[config.mk]
export PLATFORM = sky130hd
export DESIGN_NAME = mc_proc_ldst_flat
export DESIGN_NICKNAME = d
export VERILOG_FILES = /design/src/rtl/mc_proc_ldst_if.sv /design/src/rtl/mc_proc_ldst.sv /design/src/flat_wrapper.sv
export SDC_FILE = /design/constraint.sdc
export NUM_CORES = 2
export LEC_CHECK = 0
export ABC_AREA = 0
export ABC_CLOCK_PERIOD_IN_PS = 41000
export CAP_MARGIN = 40
export CORE_MARGIN = 4
export CORE_UTILIZATION = 55
export CTS_CLUSTER_SIZE = 12
export DETAILED_ROUTE_END_ITERATION = 8
export PLACE_DENSITY = 0.74
export SLEW_MARGIN = 10
export SYNTH_ARGS = -nofsm -noshare
export SYNTH_HDL_FRONTEND = slang
export SYNTH_SLANG_ARGS = --single-unit
export TNS_END_PERCENT = 100
[constraint.sdc]
create_clock -name CLK -period 41 [get_ports CLK]
set_clock_uncertainty 0.2 [all_clocks]
set_input_delay 6.15 -clock CLK [delete_from_list [all_inputs] [get_ports CLK]]
set_output_delay 6.15 -clock CLK [all_outputs]
set_load 0.005 [all_outputs]
[src/rtl/mc_proc_ldst_if.sv]
// Bus bundle for mc_proc_ldst: run/halt handshake, instruction fetch port,
// split request/response data-memory port and the pc/retired status outputs.
// The "master" modport is the core side, "slave" is the environment side.
interface mc_proc_ldst_if #(
  parameter int XLEN = 32
);
  logic            run__ENA;
  logic [XLEN-1:0] run_pc;
  logic            run__RDY;
  logic [XLEN-1:0] pgm_read_pc;
  logic [31:0]     pgm_read;
  logic            pgm_read__RDY;
  logic            dmem_request__ENA;
  logic            dmem_request_write_en;
  logic [XLEN-1:0] dmem_request_addr;
  logic [XLEN-1:0] dmem_request_data;
  logic            dmem_request__RDY;
  logic [XLEN-1:0] dmem_response;
  logic            dmem_response__RDY;
  logic            dmem_response__ENA;
  logic [XLEN-1:0] pc;
  logic [31:0]     retired;

  modport master (
    input  run__ENA, run_pc, pgm_read, pgm_read__RDY,
           dmem_request__RDY, dmem_response, dmem_response__RDY,
    output run__RDY, pgm_read_pc, dmem_request__ENA, dmem_request_write_en,
           dmem_request_addr, dmem_request_data, dmem_response__ENA,
           pc, retired
  );

  modport slave (
    output run__ENA, run_pc, pgm_read, pgm_read__RDY,
           dmem_request__RDY, dmem_response, dmem_response__RDY,
    input  run__RDY, pgm_read_pc, dmem_request__ENA, dmem_request_write_en,
           dmem_request_addr, dmem_request_data, dmem_response__ENA,
           pc, retired
  );
endinterface

[src/rtl/mc_proc_ldst.sv]
// mc_proc_ldst: multi-cycle decode/execute/writeback core, one instruction in
// flight, sequenced by a single state machine (IDLE/FETCH/EXEC/MREQ/MRSP/WB).
// Optional feature: define MC_PROC_MUL_EN to make ALU funct 8 an unsigned
// multiply (low XLEN bits); otherwise funct 8 yields 0 like other unused funct.
module mc_proc_ldst #(
  parameter int              XLEN     = 32,
  parameter int              NREGS    = 16,
  parameter logic [XLEN-1:0] RESET_PC = {XLEN{1'b0}}
) (
  input  logic           CLK,
  input  logic           RST,
  mc_proc_ldst_if.master bus
);

  typedef enum logic [2:0] {
    S_IDLE  = 3'd0,
    S_FETCH = 3'd1,
    S_EXEC  = 3'd2,
    S_MREQ  = 3'd3,
    S_MRSP  = 3'd4,
    S_WB    = 3'd5
  } state_t;

  localparam int              SHW     = $clog2(XLEN);
  localparam logic [3:0]      OP_ALU  = 4'd0;
  localparam logic [3:0]      OP_ADDI = 4'd1;
  localparam logic [3:0]      OP_LD   = 4'd2;
  localparam logic [3:0]      OP_ST   = 4'd3;
  localparam logic [3:0]      OP_BEQ  = 4'd4;
  localparam logic [3:0]      OP_JR   = 4'd5;
  localparam logic [3:0]      OP_HALT = 4'd15;
  localparam logic [XLEN-1:0] PC_STEP = {{(XLEN-3){1'b0}}, 3'b100};

  state_t          r_state;
  state_t          w_state_nxt;
  logic [XLEN-1:0] r_pc;
  logic [31:0]     r_retired;
  logic [31:0]     r_ir;
  logic [XLEN-1:0] r_result;
  logic [XLEN-1:0] r_addr;
  logic [XLEN-1:0] r_wdata;
  logic            r_we;
  // Sized for the full 4-bit index space; entries at or above NREGS are never
  // written and never read, so they reduce to constants.
  logic [XLEN-1:0] r_regs [0:15];

  // Decoded instruction fields and operand values
  logic [3:0]      w_op, w_rd, w_rs1, w_rs2, w_funct;
  logic [XLEN-1:0] w_imm, w_rs1_val, w_rs2_val, w_ea, w_alu;
  logic [SHW-1:0]  w_shamt;
  logic            w_slt;
  logic            w_rd_ok;

  // Control strobes from the sequencer
  logic            w_ld_ir, w_ex_res, w_ex_mem, w_rsp_take;
  logic            w_pc_ld, w_retire, w_rf_we;
  logic [XLEN-1:0] w_pc_nxt;

  assign w_op      = r_ir[31:28];
  assign w_rd      = r_ir[27:24];
  assign w_rs1     = r_ir[23:20];
  assign w_rs2     = r_ir[19:16];
  assign w_funct   = r_ir[3:0];
  assign w_imm     = XLEN'($signed(r_ir[15:0]));
  // r0 and indices beyond the implemented register count read as zero
  assign w_rs1_val = (w_rs1 != 4'd0 && int'(w_rs1) < NREGS) ? r_regs[w_rs1] : {XLEN{1'b0}};
  assign w_rs2_val = (w_rs2 != 4'd0 && int'(w_rs2) < NREGS) ? r_regs[w_rs2] : {XLEN{1'b0}};
  assign w_rd_ok   = (w_rd != 4'd0) && (int'(w_rd) < NREGS);
  assign w_ea      = w_rs1_val + w_imm;
  assign w_shamt   = w_rs2_val[SHW-1:0];
  assign w_slt     = $signed(w_rs1_val) < $signed(w_rs2_val);

  // ALU result for op 0, selected by funct
  always_comb begin
    w_alu = {XLEN{1'b0}};
    case (w_funct)
      4'd0:    w_alu = w_rs1_val + w_rs2_val;
      4'd1:    w_alu = w_rs1_val - w_rs2_val;
      4'd2:    w_alu = w_rs1_val & w_rs2_val;
      4'd3:    w_alu = w_rs1_val | w_rs2_val;
      4'd4:    w_alu = w_rs1_val ^ w_rs2_val;
      4'd5:    w_alu = w_rs1_val << w_shamt;
      4'd6:    w_alu = w_rs1_val >> w_shamt;
      4'd7:    w_alu = {{(XLEN-1){1'b0}}, w_slt};
`ifdef MC_PROC_MUL_EN
      4'd8:    w_alu = w_rs1_val * w_rs2_val;
`endif
      default: w_alu = {XLEN{1'b0}};
    endcase
  end

  // Sequencer: next state and per-state control strobes
  always_comb begin
    w_state_nxt = r_state;
    w_ld_ir     = 1'b0;
    w_ex_res    = 1'b0;
    w_ex_mem    = 1'b0;
    w_rsp_take  = 1'b0;
    w_pc_ld     = 1'b0;
    w_pc_nxt    = r_pc;
    w_retire    = 1'b0;
    w_rf_we     = 1'b0;
    case (r_state)
      S_IDLE: begin
        if (bus.run__ENA) begin
          w_pc_ld     = 1'b1;
          w_pc_nxt    = bus.run_pc;
          w_state_nxt = S_FETCH;
        end else begin
          w_state_nxt = S_IDLE;
        end
      end
      S_FETCH: begin
        if (bus.pgm_read__RDY) begin
          w_ld_ir     = 1'b1;
          w_state_nxt = S_EXEC;
        end else begin
          w_state_nxt = S_FETCH;
        end
      end
      S_EXEC: begin
        case (w_op)
          OP_ALU, OP_ADDI: begin
            w_ex_res    = 1'b1;
            w_state_nxt = S_WB;
          end
          OP_LD, OP_ST: begin
            w_ex_mem    = 1'b1;
            w_state_nxt = S_MREQ;
          end
          OP_BEQ: begin
            w_pc_ld     = 1'b1;
            w_pc_nxt    = (w_rs1_val == w_rs2_val) ? (r_pc + {w_imm[XLEN-3:0], 2'b00})
                                                   : (r_pc + PC_STEP);
            w_retire    = 1'b1;
            w_state_nxt = S_FETCH;
          end
          OP_JR: begin
            w_pc_ld     = 1'b1;
            w_pc_nxt    = w_ea;
            w_retire    = 1'b1;
            w_state_nxt = S_FETCH;
          end
          OP_HALT: begin
            w_retire    = 1'b1;
            w_state_nxt = S_IDLE;
          end
          default: begin
            // unassigned opcodes behave as NOP: nothing latched, no write
            w_state_nxt = S_WB;
          end
        endcase
      end
      S_MREQ: begin
        if (bus.dmem_request__RDY) begin
          w_state_nxt = r_we ? S_WB : S_MRSP;
        end else begin
          w_state_nxt = S_MREQ;
        end
      end
      S_MRSP: begin
        if (bus.dmem_response__RDY) begin
          w_rsp_take  = 1'b1;
          w_state_nxt = S_WB;
        end else begin
          w_state_nxt = S_MRSP;
        end
      end
      S_WB: begin
        w_rf_we     = ((w_op == OP_ALU) || (w_op == OP_ADDI) || (w_op == OP_LD)) && w_rd_ok;
        w_pc_ld     = 1'b1;
        w_pc_nxt    = r_pc + PC_STEP;
        w_retire    = 1'b1;
        w_state_nxt = S_FETCH;
      end
      default: begin
        w_state_nxt = S_IDLE;
      end
    endcase
  end

  // State register
  always_ff @(posedge CLK or posedge RST) begin
    if (RST) begin
      r_state <= S_IDLE;
    end else begin
      r_state <= w_state_nxt;
    end
  end

  // Program counter, retired counter and instruction register
  always_ff @(posedge CLK or posedge RST) begin
    if (RST) begin
      r_pc      <= RESET_PC;
      r_retired <= 32'd0;
      r_ir      <= 32'd0;
    end else begin
      if (w_pc_ld)  r_pc      <= w_pc_nxt;
      if (w_retire) r_retired <= r_retired + 32'd1;
      if (w_ld_ir)  r_ir      <= bus.pgm_read;
    end
  end

  // Execute-stage latches: writeback value and memory request fields
  always_ff @(posedge CLK or posedge RST) begin
    if (RST) begin
      r_result <= {XLEN{1'b0}};
      r_addr   <= {XLEN{1'b0}};
      r_wdata  <= {XLEN{1'b0}};
      r_we     <= 1'b0;
    end else begin
      if (w_ex_res) begin
        r_result <= (w_op == OP_ADDI) ? w_ea : w_alu;
      end else if (w_rsp_take) begin
        r_result <= bus.dmem_response;
      end
      if (w_ex_mem) begin
        r_addr  <= w_ea;
        r_wdata <= w_rs2_val;
        r_we    <= (w_op == OP_ST);
      end
    end
  end

  // Register file write port, used only in WB
  always_ff @(posedge CLK or posedge RST) begin
    if (RST) begin
      for (int i = 0; i < 16; i++) begin
        r_regs[i] <= {XLEN{1'b0}};
      end
    end else begin
      if (w_rf_we) begin
        r_regs[w_rd] <= r_result;
      end
    end
  end

  // Outputs are decoded from the state register, so a reset drops the
  // request immediately; request fields read zero outside MREQ.
  assign bus.run__RDY              = (r_state == S_IDLE);
  assign bus.pgm_read_pc           = r_pc;
  assign bus.pc                    = r_pc;
  assign bus.retired               = r_retired;
  assign bus.dmem_request__ENA     = (r_state == S_MREQ);
  assign bus.dmem_request_write_en = (r_state == S_MREQ) ? r_we : 1'b0;
  assign bus.dmem_request_addr     = (r_state == S_MREQ) ? r_addr : {XLEN{1'b0}};
  assign bus.dmem_request_data     = (r_state == S_MREQ) ? r_wdata : {XLEN{1'b0}};
  assign bus.dmem_response__ENA    = (r_state == S_MRSP) && bus.dmem_response__RDY;

endmodule

[src/flat_wrapper.sv]
// flat-port wrapper written by rule: the top's interface ports become plain ports
module mc_proc_ldst_flat 
#(
  parameter int              XLEN     = 32,
  parameter int              NREGS    = 16,
  parameter logic [XLEN-1:0] RESET_PC = {XLEN{1'b0}}
)
  (CLK, RST, bus_run__ENA, bus_run_pc, bus_pgm_read, bus_pgm_read__RDY, bus_dmem_request__RDY, bus_dmem_response, bus_dmem_response__RDY, bus_run__RDY, bus_pgm_read_pc, bus_dmem_request__ENA, bus_dmem_request_write_en, bus_dmem_request_addr, bus_dmem_request_data, bus_dmem_response__ENA, bus_pc, bus_retired);
  mc_proc_ldst_if #(.XLEN(XLEN)) bus_i ();
  input  logic CLK;
  input  logic RST;
  input wire logic [$bits(bus_i.run__ENA)-1:0] bus_run__ENA;
  input wire logic [$bits(bus_i.run_pc)-1:0] bus_run_pc;
  input wire logic [$bits(bus_i.pgm_read)-1:0] bus_pgm_read;
  input wire logic [$bits(bus_i.pgm_read__RDY)-1:0] bus_pgm_read__RDY;
  input wire logic [$bits(bus_i.dmem_request__RDY)-1:0] bus_dmem_request__RDY;
  input wire logic [$bits(bus_i.dmem_response)-1:0] bus_dmem_response;
  input wire logic [$bits(bus_i.dmem_response__RDY)-1:0] bus_dmem_response__RDY;
  output wire logic [$bits(bus_i.run__RDY)-1:0] bus_run__RDY;
  output wire logic [$bits(bus_i.pgm_read_pc)-1:0] bus_pgm_read_pc;
  output wire logic [$bits(bus_i.dmem_request__ENA)-1:0] bus_dmem_request__ENA;
  output wire logic [$bits(bus_i.dmem_request_write_en)-1:0] bus_dmem_request_write_en;
  output wire logic [$bits(bus_i.dmem_request_addr)-1:0] bus_dmem_request_addr;
  output wire logic [$bits(bus_i.dmem_request_data)-1:0] bus_dmem_request_data;
  output wire logic [$bits(bus_i.dmem_response__ENA)-1:0] bus_dmem_response__ENA;
  output wire logic [$bits(bus_i.pc)-1:0] bus_pc;
  output wire logic [$bits(bus_i.retired)-1:0] bus_retired;
  assign bus_i.run__ENA = bus_run__ENA;
  assign bus_i.run_pc = bus_run_pc;
  assign bus_i.pgm_read = bus_pgm_read;
  assign bus_i.pgm_read__RDY = bus_pgm_read__RDY;
  assign bus_i.dmem_request__RDY = bus_dmem_request__RDY;
  assign bus_i.dmem_response = bus_dmem_response;
  assign bus_i.dmem_response__RDY = bus_dmem_response__RDY;
  assign bus_run__RDY = bus_i.run__RDY;
  assign bus_pgm_read_pc = bus_i.pgm_read_pc;
  assign bus_dmem_request__ENA = bus_i.dmem_request__ENA;
  assign bus_dmem_request_write_en = bus_i.dmem_request_write_en;
  assign bus_dmem_request_addr = bus_i.dmem_request_addr;
  assign bus_dmem_request_data = bus_i.dmem_request_data;
  assign bus_dmem_response__ENA = bus_i.dmem_response__ENA;
  assign bus_pc = bus_i.pc;
  assign bus_retired = bus_i.retired;
  mc_proc_ldst #(.XLEN(XLEN), .NREGS(NREGS), .RESET_PC(RESET_PC)) u_core (.CLK(CLK), .RST(RST), .bus(bus_i));
endmodule
Word level (Yosys, flattened, before mapping):

Cells that the tools add are included.

* $add $sub $neg: 6
* order comparisons: 5
* equality and inequality tests: 21
* shift operators: 2
* mux-type cells: 43
* bitwise operators: 6
* reduce and logical (&&, ||, !) cells: 18

Operators by type and width (count)
* bitwise mux 512 bit: 1
* two-way mux 32 bit: 14
* binary-select mux 32 bit (select 4 bit): 2
* case mux 32 bit (8 select lines): 1
* demux 32 bit (select 4 bit): 1
* adder 32 bit: 3
* case mux 32 bit (3 select lines): 1
* case mux 32 bit (2 select lines): 1
* adder 32 x 1 -> 32 bit (second input constant): 1
* adder 32 x 3 -> 32 bit (second input constant): 1
* bitwise AND 32 bit: 1
* == test 32 bit: 1
* less-than comparator 32 bit: 1
* OR 32 bit: 1
* << shifter 32 x 5 -> 32 bit: 1
* >> shifter 32 x 5 -> 32 bit: 1
* subtractor 32 bit: 1
* bitwise XOR 32 bit: 1
* == test 4 x 3 -> 1 bit (second input constant): 6
* case mux 3 bit (6 select lines): 1
* == test 4 x 2 -> 1 bit (second input constant): 4
* two-way mux 1 bit: 16
* >= comparator 5 bit (second input constant): 3
* inverter 4 -> 5 bit: 3
* 23 further kinds: 34

* flip-flop bits (word level): 708
* output and inout port bits: 164

Depth between registers and ports, before layout:

* word-level depth: 9
* depth in mapped cells: 25

Worst setup path before layout:

No wires, ideal clock.

* path kind: input-to-output
* start point: input bus_dmem_response__RDY
* end point: output bus_dmem_response__ENA
* arrival: 7.202 ns
* data required time: 34.650 ns
* path slack: 27.448 ns
* cell stages on the path: 4
* path buffers: 2
* cell sequence: or3b_2 clkbuf_1 clkinv_1 buf_1

* cells in the longest elaborated chain, start to end: 1

RTL lines
* start, declared: RTL line flat_wrapper.sv:18 `input wire logic [$bits(bus_i.dmem_response__RDY)-1:0] bus_dmem_response__RDY;`
* logical AND 1 bit: RTL line mc_proc_ldst.sv:248 `assign bus.dmem_response__ENA = (r_state == S_MRSP) && bus.dmem_response__RDY;`
* end, declared: RTL line flat_wrapper.sv:25 `output wire logic [$bits(bus_i.dmem_response__ENA)-1:0] bus_dmem_response__ENA;`

No other way between the ends.

Final worst setup path:

Ends and elaborated chain as after synthesis.

==> key figures <==
Status
  • Status: finished clean

Pwr
  • Static Leak: 24.2 nW
  • Power Total: 0.00409 W
  • Peak supply drop: 0.0534 mV
  • Power Dens Cells: 74.5 nW/µm²

Floorplanning
  • Core ar.: 87300 µm²
  • Die W: 306 µm
  • Starting density of the core: 0.558
  • DIE HEIGHT: 306 µm
  • Num ports: 266
  • FP Rows: 108
  • Die area: 93400 µm²

Worst setup path
  • Critical path required time: 34.65 ns
  • Startpoint types: input port
  • Worst setup EP type: primary output
  • CP Class: in2out
  • Crit-path max FO: 30
  • Crit path DAT: 8.57 ns

Synth
  • Synth Register Bits: 708
  • Mean Syn Cell Area: 10.8 µm²
  • Ranking of synthesized cells by area: dfrtp_1 36%, mux2_2 13%, mux4_2 12%
  • Area leader, netlist: dfrtp_1
  • Primary FF master, synth: dfrtp_1
  • Syn nets: 4784
  • Number of flops mapped to enable cells by yosys: 0
  • Sequential-to-total area share from yosys stat: 0.363
  • Post-synth top cells: 708 x dfrtp_1, 546 x mux2_2, 343 x nand2_1
  • Mapped Cells: 4533
  • Distinct cells, synth: 106
  • Post-synth top area share: 0.363
  • Syn Std Cell Area: 48700 µm²
  • Synth Warn #: 0
  • FFs w/ async S/R, synth: 1.00
  • Count leader, synth: dfrtp_1

Drt
  • DRT Pass-1 Iters: 6
  • # DRC: 0
  • WL per Instance: 30.7 µm
  • DRT antenna net count: 0
  • DR vias/cell: 6.92
  • DR iter-0 viols: 4678
  • WL final: 178000 µm
  • DR vias: 40200

STA
  • Post-route minimum period: 14.92 ns
  • Final setup violation count: 0
  • WHS: 0.184 ns
  • Final setup TNS: 0 ns
  • Max-slew violation count: 0
  • Max transition margin: 0.236
  • Fin crit share: 0.364
  • RSZ-0062 raised after global routing: no
  • Final hold vios: 0
  • Least-Margin Pin Slew: 1.15 ns
  • Max Fclk: 67.0 MHz

Hold path
  • Hold WC Path Type: reg2reg

Clock network
  • CTS Root Cell: clkbuf_16
  • Worst skew pair latency: 0.68 ns
  • TritonCTS clock tree: yes
  • CTS Buf Count: 80
  • Hold_buf cts: 0
  • Clk sinks: 708
  • Total setup buffers inserted after CTS: 0
  • Worst-path clk slew: 0.06 ns
  • H-tree Lvls: 3
  • Clock Tree Buf Depth: 3
  • Post-CTS Resized: 0

Place
  • Global placer's final weighted congestion: 1.03
  • I/O Buffers: 265
  • DP Wirelength: 127000 µm
  • Placed cells: 5662

Cells and area
  • Nets: 4841
  • Share of layout cells above drive strength 1: 0.246
  • Final Instance Count excl. Fillers: 5805
  • Area Growth Syn to Fin: 12.6%
  • Fin util: 0.629

GRT
  • Largest net degree at the start of global routing: 185
  • Vias in the first global route: 39400
  • Initial antenna violation count: 13
  • Total GRT Usage: 0.374
  • First-pass GRT wire length: 263000 µm
  • Grt ovf: 0

Run
  • Number of max-cap violations: 0
-- cells by family (layout without fill, tap and decap cells) --
kind of cell             after synthesis  after routing  synth area share
AND/OR/NAND/NOR                     1033           1033             0.101
AO/OA/AOI/OAI                       1024           1024             0.146
multiplexers                         955            955             0.276
flip-flops                           708            708             0.363
buffers and inverters                525            639            0.0502
adder cells (fa/ha/maj)              151            151            0.0393
XOR/XNOR                             137            137            0.0246
other                                  0              3                 0
-- path summary, 6_finish.rpt --
path,start,to,slack [ns],cells past startpoint
max in group asynchronous,RST,u_core.r_regs[35]$_DFFE_PP0P_,32.76,6
hold / removal,u_core.r_regs[489]$_DFFE_PP0P_,u_core.r_regs[489]$_DFFE_PP0P_,0.18,0
setup / recovery,bus_dmem_response__RDY,bus_dmem_response__ENA,26.08,6
setup reg to reg,u_core.r_ir[20]$_DFFE_PP0P_,u_core.r_result[23]$_DFFE_PP0P_,33.51,18
min in group asynchronous,RST,u_core.r_wdata[13]$_DFFE_PP0P_,5.59,2
hold reg to reg,u_core.r_regs[489]$_DFFE_PP0P_,u_core.r_regs[489]$_DFFE_PP0P_,0.18,0
-- stage by stage --
| step | setup slack [ns] | area, µm² |
|---|---|---|
| 2_1_floorplan | 14.79 | 48700 |
| 3_3_place_gp | 26.12 | 51800 |
| 3_5_place_dp | 26.13 | 52100 |
| 4_1_cts | 26.12 | 54900 |
| 5_1_grt | 26.02 | 54900 |
| 6_report | 26.08 | 54900 |
-- layer usage --
metal,vias to the layer above,GRT usage,share of wire
met5,-,0,0.000073
li1,17000,-,-
met2,2320,0.584,0.46
met1,20300,0.496,0.38
met4,2,0.187,0.059
met3,546,0.0843,0.10
-- where the power goes --
| group | total, W | leakage [nW] | switching (W) | internal, W |
|---|---|---|---|---|
| Clock | 0.000763 | 1.35 | 0.000316 | 0.000447 |
| Sequential | 0.00110 | 9.61 | 0.000262 | 0.000837 |
| Combinational | 0.00223 | 13.2 | 0.00137 | 0.000862 |
| Total | 0.00409 | 24.2 | 0.00194 | 0.00215 |
-- critical path, cell delays in order --
cell and delay [ns]:
clkdlybuf4s50_1 0.46, or3b_2 0.45, buf_4 0.27, clkinv_1 0.18, buf_4 0.38, clkdlybuf4s50_1 0.61
-- state kept, by name, summed over array words and instances (netlist names) --
name                flops
u_core.r_result        32
u_core.bus.retired     32
u_core.r_wdata         32
u_core.r_we             1
u_core.r_state          3
u_core.r_regs         512
u_core.r_addr          32
u_core.r_ir            32
u_core.bus.pc          32
-- cell usage in the layout (no fill, tap or decap), types with 80 or more instances in the layout --
| master | count |
|---|---|
| dfrtp_1 | 702 |
| mux2_2 | 546 |
| nand2_1 | 343 |
| clkdlybuf4s50_1 | 265 |
| mux4_2 | 254 |
| nor2_1 | 239 |
| a21oi_1 | 229 |
| o21ai_0 | 189 |
| mux2i_1 | 147 |
| ha_1 | 145 |
| inv_1 | 105 |
| xnor2_1 | 97 |
| buf_4 | 93 |
| and2_1 | 92 |
| clkbuf_16 | 80 |
-- final cells by class --
class / count / area [µm²]
Antenna cell: 3 / 7.51
Multi-Input combinational cell: 3300 / 28700
Tap cell: 1155 / 1450
Clock buffer: 114 / 2270
Timing Repair Buffer: 378 / 3740
Inverter: 122 / 465
Fill cell: 6903 / 32400
Clock inverter: 25 / 499
Sequential cell: 708 / 17700
No activity file was read; power rests on OpenSTA's default activity.
